`src/rtl/pc_seq_pkg.sv`:
```
// Shared types for the PC sequencer: next-PC select codes and FSM states.
package pc_seq_pkg;

  // Next-PC select codes driven on jump_op
  typedef enum logic [1:0] {
    C_ADD4   = 2'b00,
    C_BRANCH = 2'b01,
    C_REG    = 2'b10,
    C_JUMP   = 2'b11
  } jump_op_t;

  // Sequencer states
  typedef enum logic [1:0] {
    BOOT  = 2'b00,
    FETCH = 2'b01,
    EXEC  = 2'b10,
    HALT  = 2'b11
  } state_t;

endpackage

```
`src/rtl/pc_sequencer_if.sv`:
```
// Instruction memory fetch handshake between the PC sequencer and imem.
interface pc_sequencer_if #(
  parameter int unsigned mem_size = 18
);
  logic                imem_req;
  logic                imem_ready;
  logic [mem_size-1:0] imem_addr;

  modport master (output imem_req, output imem_addr, input imem_ready);
  modport slave  (input imem_req, input imem_addr, output imem_ready);
endinterface

```
`src/rtl/mux_4to1.sv`:
```
// Four-way next-PC mux indexed by the jump_op select code.
module mux_4to1
  import pc_seq_pkg::*;
#(
  parameter int unsigned mem_size = 18
) (
  input  jump_op_t            sel,
  input  logic [mem_size-1:0] in_add4,
  input  logic [mem_size-1:0] in_branch,
  input  logic [mem_size-1:0] in_reg,
  input  logic [mem_size-1:0] in_jump,
  output logic [mem_size-1:0] out
);

  // Select the next-PC candidate
  always_comb begin
    out = in_add4;
    unique case (sel)
      C_ADD4:   out = in_add4;
      C_BRANCH: out = in_branch;
      C_REG:    out = in_reg;
      C_JUMP:   out = in_jump;
      default:  out = in_add4;
    endcase
  end

endmodule

```
`src/rtl/pc_sequencer.sv`:
```
// Program counter owner and fetch/execute sequencer for the MIPS core.
module pc_sequencer
  import pc_seq_pkg::*;
#(
  parameter int unsigned         mem_size = 18,
  parameter logic [mem_size-1:0] RESET_PC = '0
) (
  input  logic                clk,
  input  logic                rst_n,
  pc_sequencer_if.master      imem,
  output logic                instr_valid,
  input  logic                is_j,
  input  logic                is_jr,
  input  logic                is_branch,
  input  logic                branch_taken,
  input  logic                stall,
  input  logic                halt,
  input  logic [mem_size-1:0] jump_addr,
  input  logic [mem_size-1:0] branch_offset,
  input  logic [mem_size-1:0] reg_addr,
  output logic [1:0]          jump_op,
  output logic [mem_size-1:0] pc,
  output logic                halted,
  output logic                misalign_err
);

  state_t              state, state_nx;
  jump_op_t            sel;
  logic                pc_load;
  logic [mem_size-1:0] pc_plus4;
  logic [mem_size-1:0] next_pc;

  // Sequential fall-through address; wraps naturally at the address width
  assign pc_plus4 = pc + mem_size'(4);

  mux_4to1 #(
    .mem_size (mem_size)
  ) u_mux (
    .sel       (sel),
    .in_add4   (pc_plus4),
    .in_branch (branch_offset),
    .in_reg    (reg_addr),
    .in_jump   (jump_addr),
    .out       (next_pc)
  );

  // Next-PC select priority: J > JR > taken branch > sequential; only in EXEC
  always_comb begin
    sel = C_ADD4;
    if (state == EXEC) begin
      if (is_j)                         sel = C_JUMP;
      else if (is_jr)                   sel = C_REG;
      else if (is_branch && branch_taken) sel = C_BRANCH;
      else                              sel = C_ADD4;
    end
  end

  // FSM next state and PC load strobe
  always_comb begin
    state_nx = state;
    pc_load  = 1'b0;
    unique case (state)
      BOOT:  state_nx = FETCH;
      FETCH: if (imem.imem_ready) state_nx = EXEC;
      EXEC: begin
        if (!stall) begin
          pc_load  = 1'b1;
          state_nx = halt ? HALT : FETCH;
        end
      end
      HALT:    state_nx = HALT;
      default: state_nx = BOOT;
    endcase
  end

  // State, PC and sticky misalignment flag; target low bits are forced to zero
  always_ff @(posedge clk or negedge rst_n) begin
    if (!rst_n) begin
      state        <= BOOT;
      pc           <= RESET_PC;
      misalign_err <= 1'b0;
    end else begin
      state <= state_nx;
      if (pc_load) begin
        pc <= {next_pc[mem_size-1:2], 2'b00};
        if (next_pc[1:0] != 2'b00) misalign_err <= 1'b1;
      end
    end
  end

  assign jump_op        = sel;
  assign imem.imem_req  = (state == FETCH);
  assign imem.imem_addr = pc;
  assign instr_valid    = (state == EXEC);
  assign halted         = (state == HALT);

endmodule

```
`src/flat_wrapper.sv`:
```
// flat-port wrapper written by rule: the top's interface ports become plain ports
module pc_sequencer_flat import pc_seq_pkg::*;
#(
  parameter int unsigned         mem_size = 18,
  parameter logic [mem_size-1:0] RESET_PC = '0
)
  (clk, rst_n, instr_valid, is_j, is_jr, is_branch, branch_taken, stall, halt, jump_addr, branch_offset, reg_addr, jump_op, pc, halted, misalign_err, imem_imem_req, imem_imem_addr, imem_imem_ready);
  pc_sequencer_if #(.mem_size(mem_size)) imem_i ();
  input  logic clk;
  input  logic rst_n;
  output logic instr_valid;
  input  logic is_j;
  input  logic is_jr;
  input  logic is_branch;
  input  logic branch_taken;
  input  logic stall;
  input  logic halt;
  input  logic [mem_size-1:0] jump_addr;
  input  logic [mem_size-1:0] branch_offset;
  input  logic [mem_size-1:0] reg_addr;
  output logic [1:0] jump_op;
  output logic [mem_size-1:0] pc;
  output logic halted;
  output logic misalign_err;
  output wire logic [$bits(imem_i.imem_req)-1:0] imem_imem_req;
  output wire logic [$bits(imem_i.imem_addr)-1:0] imem_imem_addr;
  input wire logic [$bits(imem_i.imem_ready)-1:0] imem_imem_ready;
  assign imem_imem_req = imem_i.imem_req;
  assign imem_imem_addr = imem_i.imem_addr;
  assign imem_i.imem_ready = imem_imem_ready;
  pc_sequencer #(.mem_size(mem_size), .RESET_PC(RESET_PC)) u_core (.clk(clk), .rst_n(rst_n), .imem(imem_i), .instr_valid(instr_valid), .is_j(is_j), .is_jr(is_jr), .is_branch(is_branch), .branch_taken(branch_taken), .stall(stall), .halt(halt), .jump_addr(jump_addr), .branch_offset(branch_offset), .reg_addr(reg_addr), .jump_op(jump_op), .pc(pc), .halted(halted), .misalign_err(misalign_err));
endmodule
```
`config.mk`:
```
export PLATFORM = sky130hd
export DESIGN_NAME = pc_sequencer_flat
export DESIGN_NICKNAME = d
export VERILOG_FILES = /design/src/rtl/pc_seq_pkg.sv /design/src/rtl/pc_sequencer_if.sv /design/src/rtl/mux_4to1.sv /design/src/rtl/pc_sequencer.sv /design/src/flat_wrapper.sv
export SDC_FILE = /design/constraint.sdc
export NUM_CORES = 1
export LEC_CHECK = 0
export CAP_MARGIN = 20
export CORE_ASPECT_RATIO = 0.7
export CORE_UTILIZATION = 33
export CTS_CLUSTER_SIZE = 8
export DETAILED_ROUTE_END_ITERATION = 16
export GPL_ROUTABILITY_DRIVEN = 1
export PLACE_DENSITY = 0.76
export SYNTH_ARGS = -nofsm -noshare
export SYNTH_HDL_FRONTEND = slang
export SYNTH_SLANG_ARGS = --single-unit
export TNS_END_PERCENT = 5
```
`constraint.sdc`:
```
create_clock -name clk -period 1.9 [get_ports clk]
set_input_delay 0.38 -clock clk [delete_from_list [all_inputs] [get_ports clk]]
set_output_delay 0.38 -clock clk [all_outputs]
set_load 0.1 [all_outputs]
```
Yosys cells after proc, flatten, opt, wreduce, memory -nomap -nowiden
Cells that the tools add are included.

Input bits: 63. Output and inout bits: 42. Register bits: 19.

Muxes and demuxes: 11. Reduce and logical (&&, ||, !) cells: 6. Add/subtract/negate cells: 1. Equality and inequality tests: 8.

Operators with widths (number): 18-bit one-hot mux with 4 select lines (1); 18-bit by 3-bit adder with 18-bit output (second input constant) (1); 2-bit 2-to-1 mux (6); 2-bit == test (second input constant) (4); 2-bit one-hot mux with 4 select lines (1); 2-bit by 1-bit == test with 1-bit output (second input constant) (2); 2-bit logical NOT (2); 2-bit AND reduction (2); 1-bit 2-to-1 mux (3); 2-bit by 1-bit inequality test with 1-bit output (second input constant) (1); 2-bit inequality test (second input constant) (1); 2-bit nonzero test (1); 1-bit logical AND (1).

Logic depth before layout (Yosys ltp)
Word-level depth: 9. Mapped depth: 6. Gate-level depth less buffers: 5.

By module
Synthesis repeated with hierarchy kept, for this count alone.

Cells, all modules: 136. Area total of the unflattened synthesis: 1685.4 µm².

Modules (own cells, without submodules): pc_sequencer (cells each 114, times used 1, sequential area each 475.5 µm², area an instance 1208.7 µm²); mux_4to1 (cells each 22, times used 1, sequential area each 0.0 µm², area an instance 476.7 µm²).

Worst setup path before layout
Ideal clock, no wire load.

Path kind: in2out. From: in is_j. To: out jump_op[0]. Data arrival time: 2246 ps. Path slack: -726 ps. Stages on the path: 4. Cells stage by stage: clkbuf_1 > clkbuf_1 > nor2_1 > nor2_1.

Longest elaborated chain between the ends: 2.

RTL lines: start, declared (line flat_wrapper.sv:12) `input logic is_j;`; 2-bit 2-to-1 mux (line pc_sequencer.sv:51) `if (is_j) sel = C_JUMP;`; 2-bit 2-to-1 mux (line pc_sequencer.sv:50) `if (state == EXEC) begin`; end, declared (line flat_wrapper.sv:21) `output logic [1:0] jump_op;`.

No other way between the ends.

Final worst setup path
From: in branch_taken. To: out jump_op[0].

Longest elaborated chain between the ends: 5.

RTL lines: start, declared (line flat_wrapper.sv:15) `input logic branch_taken;`; 1-bit logical AND (line pc_sequencer.sv:53) `else if (is_branch && branch_taken) sel = C_BRANCH;`; 1-bit 2-to-1 mux (line pc_sequencer.sv:53); 2-bit 2-to-1 mux (line pc_sequencer.sv:52) `else if (is_jr) sel = C_REG;`; 2-bit 2-to-1 mux (line pc_sequencer.sv:51); 2-bit 2-to-1 mux (line pc_sequencer.sv:50).

No other way between the ends.

==> run_results.csv <==
group,metric,value,unit
die,initial_core_util,0.347,
placed_design,port-buffer-count,100,
synth,synth_top_flop_cell,"dfrtp_1",
power_and_ir_drop,comb_power_share,0.680,
critical_path,setup.worst_path.end_class,"primary output",
worst_hold_path,holdCritPathClass,"primary input to asynchronous set/reset pin",
synth,synthDominantAreaCellType,"dfrtp_1",
route,dr.first_iter.drc_count,226,
die,placeableCoreArea,4860,µm²
final_layout,layout-drive-gt1-share,0.296,
sta,grt_setup_unrepaired,"false",
final_layout,utilization,0.682,
final_layout,design.final.nets,386,
die,overall_die_height,61.9,µm
clock_network,cts_tree,"done",
route,drc_errors,0,
die,die-area,5410,µm²
synth,netlist_top_cells_count,"buf_4, dfrtp_1, a21oi_1, nor2_1, nand2_1",
final_layout,layout-area-overhead-vs-synth,96.2,%
power_and_ir_drop,sw_frac_of_total,0.530,
clock_network,worst_skew_pair_later_pin_latency,0.26,ns
final_layout,layout.cell_area.non_filler,3310,µm²
die,num_io_pins,105,
route,ant_nets,0,
synth,synthDominantCellAreaShare,0.281,
run,max-cap-violations,0,
critical_path,critical_path.startpoint_type,"primary input",
clock_network,clkTransAtPathRegs,0.08,ns
outcome,outcome,"completed",
synth,synth.avg_cell_area,8.12,µm²
sta,max-slew-margin-rel,0.598,
synth,synth_enable_flop_cells,0,
clock_network,h-tree-depth,1,
global_routing,first_global_vias,2111,
route,post_drt_wl_per_cell,16.1,µm
final_layout,ff_latch_area,479,µm²
sta,report.final.setup_viol,0,
sta,timing.fmax,545,MHz
final_layout,antennaDiodeCount,0,
power_and_ir_drop,power-per-cell-area,851,nW/µm²
sta,report.final.slew_viol_count,0,
placed_design,dp_hpwl,5.23,mm
synth,netlist_instances,208,
power_and_ir_drop,vdd.ir_drop.worst,447,µV
critical_path,timing.setup.critical_path_class,"primary input to primary output",
route,detail_route.vias_per_cell,5.64,
critical_path,timing.critical_path.slowest_cell_delay,0.51,ns
critical_path,worst-path-max-fanout,9,
critical_path,path_cells,"clkdlybuf4s50_1 > nand2_2 > nor2_1 > nor2_1 > nor2_4 > buf_12",
global_routing,global_route.usage.total,0.247,
synth,ys_seq_area_frac,0.281,
global_routing,grt_overflow,0,
critical_path,required_time_at_the_worst_slack_endpoint,1.52,ns
synth,yosys_warnings,0,
synth,synth.distinct_cells,48,
power_and_ir_drop,power_leakage,1.36,nW
global_routing,largest_net_degree_at_the_start_of_global_routing,20,
critical_path,worst_path_most_repeated_cell,"nor2_1",
die,chipWidth,87.5,µm
sta,final_period_minus_worst_setup_slack,1.84,ns
sta,finalCritPeriodShare,0.966,
global_routing,antenna_found_initial,0,
clock_network,cts-buffers-inserted,3,
synth,ys_ff_latch,19,
global_routing,grt_first_pass_wirelength,10.1,mm
clock_network,ctsHoldBuffers,0,
synth,synthArstFlopShare,1.00,
placed_design,post-place-cells,386,
power_and_ir_drop,power_report.internal_total,1.33,mW
power_and_ir_drop,power.sequential.fraction,0.217,
power_and_ir_drop,total_switching_power,1.50,mW
clock_network,clk_root_buffer_cell,"clkbuf_8",
final_layout,post_layout_nonfiller_instances,390,
sta,fin_worst_skew,0.00441,ns
sta,finalHoldViolations,0,
clock_network,ctsLongestPathBuffers,2,
final_layout,fillCellCount,394,
die,rows,21,
sta,worst_pin_slew,0.595,ns
placed_design,gp_routability_congestion,0.963,
critical_path,timing.critical_path.arrival,1.46,ns
final_layout,area_occupied_by_multi_input_gates,1030,µm²
sta,fin_tns_setup,0,ns
critical_path,timing.critical_path.slowest_stage_cell,"clkdlybuf4s50_1",
synth,netlist_top_cells_area,"dfrtp_1, buf_4, o311ai_0, a21oi_1, nand2b_1",
synth,syn-cell-area,1690,µm²
route,vias,2200,
route,detailed_route_wl,6.29,mm
clock_network,cts_num_sinks,19,
placed_design,placed_area,3250,µm²
clock_network,cts.repair_timing.setup_buffer_count,0,
route,drtPass1Iterations,5,
power_and_ir_drop,p_clk_frac,0.103,
synth,post-synth-top-count-cell,"buf_4",
==> critical path, delay by kind of cell <==
kind | cells | cell delay (ns)
buffers and inverters | 2 | 0.69
AND/OR/NAND/NOR | 4 | 0.39
==> kinds of logic after synthesis <==
logic type      count (synthesis)  share of synthesized area
other cells                     1                    0.00222
simple gates                   68                      0.219
compound gates                 82                      0.362
flops                          19                      0.281
buf+inv                        37                      0.128
fa+ha+maj                       1                    0.00741
==> state kept, by name, summed over array words and instances, names as in the netlist <==
signal and cells:
u_core.imem.imem_addr 16, u_core.state 2, u_core.misalign_err 1
==> metrics by stage <==
step / total power [mW] / setup WS [ns] / hold WS (ns)
after CTS: 2.82 / 0.00354 / 0.471
after global routing: 2.92 / 0.00000977 / 0.484
final: 2.82 / 0.0640 / 0.462
after global placement: 2.52 / -0.241 / 0.463
after floorplan: 1.78 / -0.268 / 0.0844
after detailed placement: 2.54 / -0.297 / 0.477
==> worst paths after layout <==
| kind | start | end | slack (ns) | cells past startpoint |
|---|---|---|---|---|
| max | branch_taken | jump_op[0] | 0.06 | 6 |
| min | rst_n | u_core.imem.imem_addr[4] | 0.46 | 2 |
| max reg2reg | u_core.imem.imem_addr[3] | u_core.imem.imem_addr[16] | 0.14 | 5 |
| min reg2reg | u_core.misalign_err | u_core.misalign_err | 0.50 | 1 |
| max in group asynchronous | rst_n | u_core.imem.imem_addr[2] | 1.21 | 2 |
| min in group clk | u_core.misalign_err | u_core.misalign_err | 0.50 | 1 |
==> placed cells by master, fill, tap and decap left out, types with 5 or more instances in the layout <==
cell	netlist	layout
nand3_1	6	6
dfrtp_1	19	16
nor2_1	14	11
buf_4	20	35
clkdlybuf4s50_1	0	60
nand2_1	12	11
inv_1	6	6
nand4_1	5	5
o311ai_0	10	10
buf_12	0	37
a21oi_1	17	17
a22oi_1	5	5
nand2b_1	10	9
o21ai_0	11	11
==> area by class of cell <==
| cell class | count | share of cell area |
|---|---|---|
| clock buffer | 3 | 0.0125 |
| multi-input combinational | 155 | 0.310 |
| tap | 69 | 0.0260 |
| inverter | 7 | 0.00793 |
| clock inverter | 1 | 0.00151 |
| sequential | 19 | 0.145 |
| timing repair buffer | 136 | 0.497 |
==> timing repair <==
action                     CTS  global route
gates cloned                 0             0
resized for setup            3             5
setup endpoints to repair    5            12
pin swaps                    0             1
==> power groups by stage <==
stage	Sequential, mW	Clock (mW)	Combinational, mW
6_report	0.612	0.291	1.92
5_1_grt	0.623	0.312	1.98
4_1_cts	0.609	0.292	1.92
3_3_place_gp	0.612	0	1.91
3_5_place_dp	0.617	0	1.92
2_1_floorplan	1.02	0	0.753
==> routing by layer <==
layer	routed length [µm]	GRT usage	vias to the layer above
met3	759	0.0634	8
met2	2880	0.413	174
met4	60	0.0539	0
met1	2590	0.328	1013
li1	-	-	1005
met5	0	0	-
(Power assumes the default switching activity.)
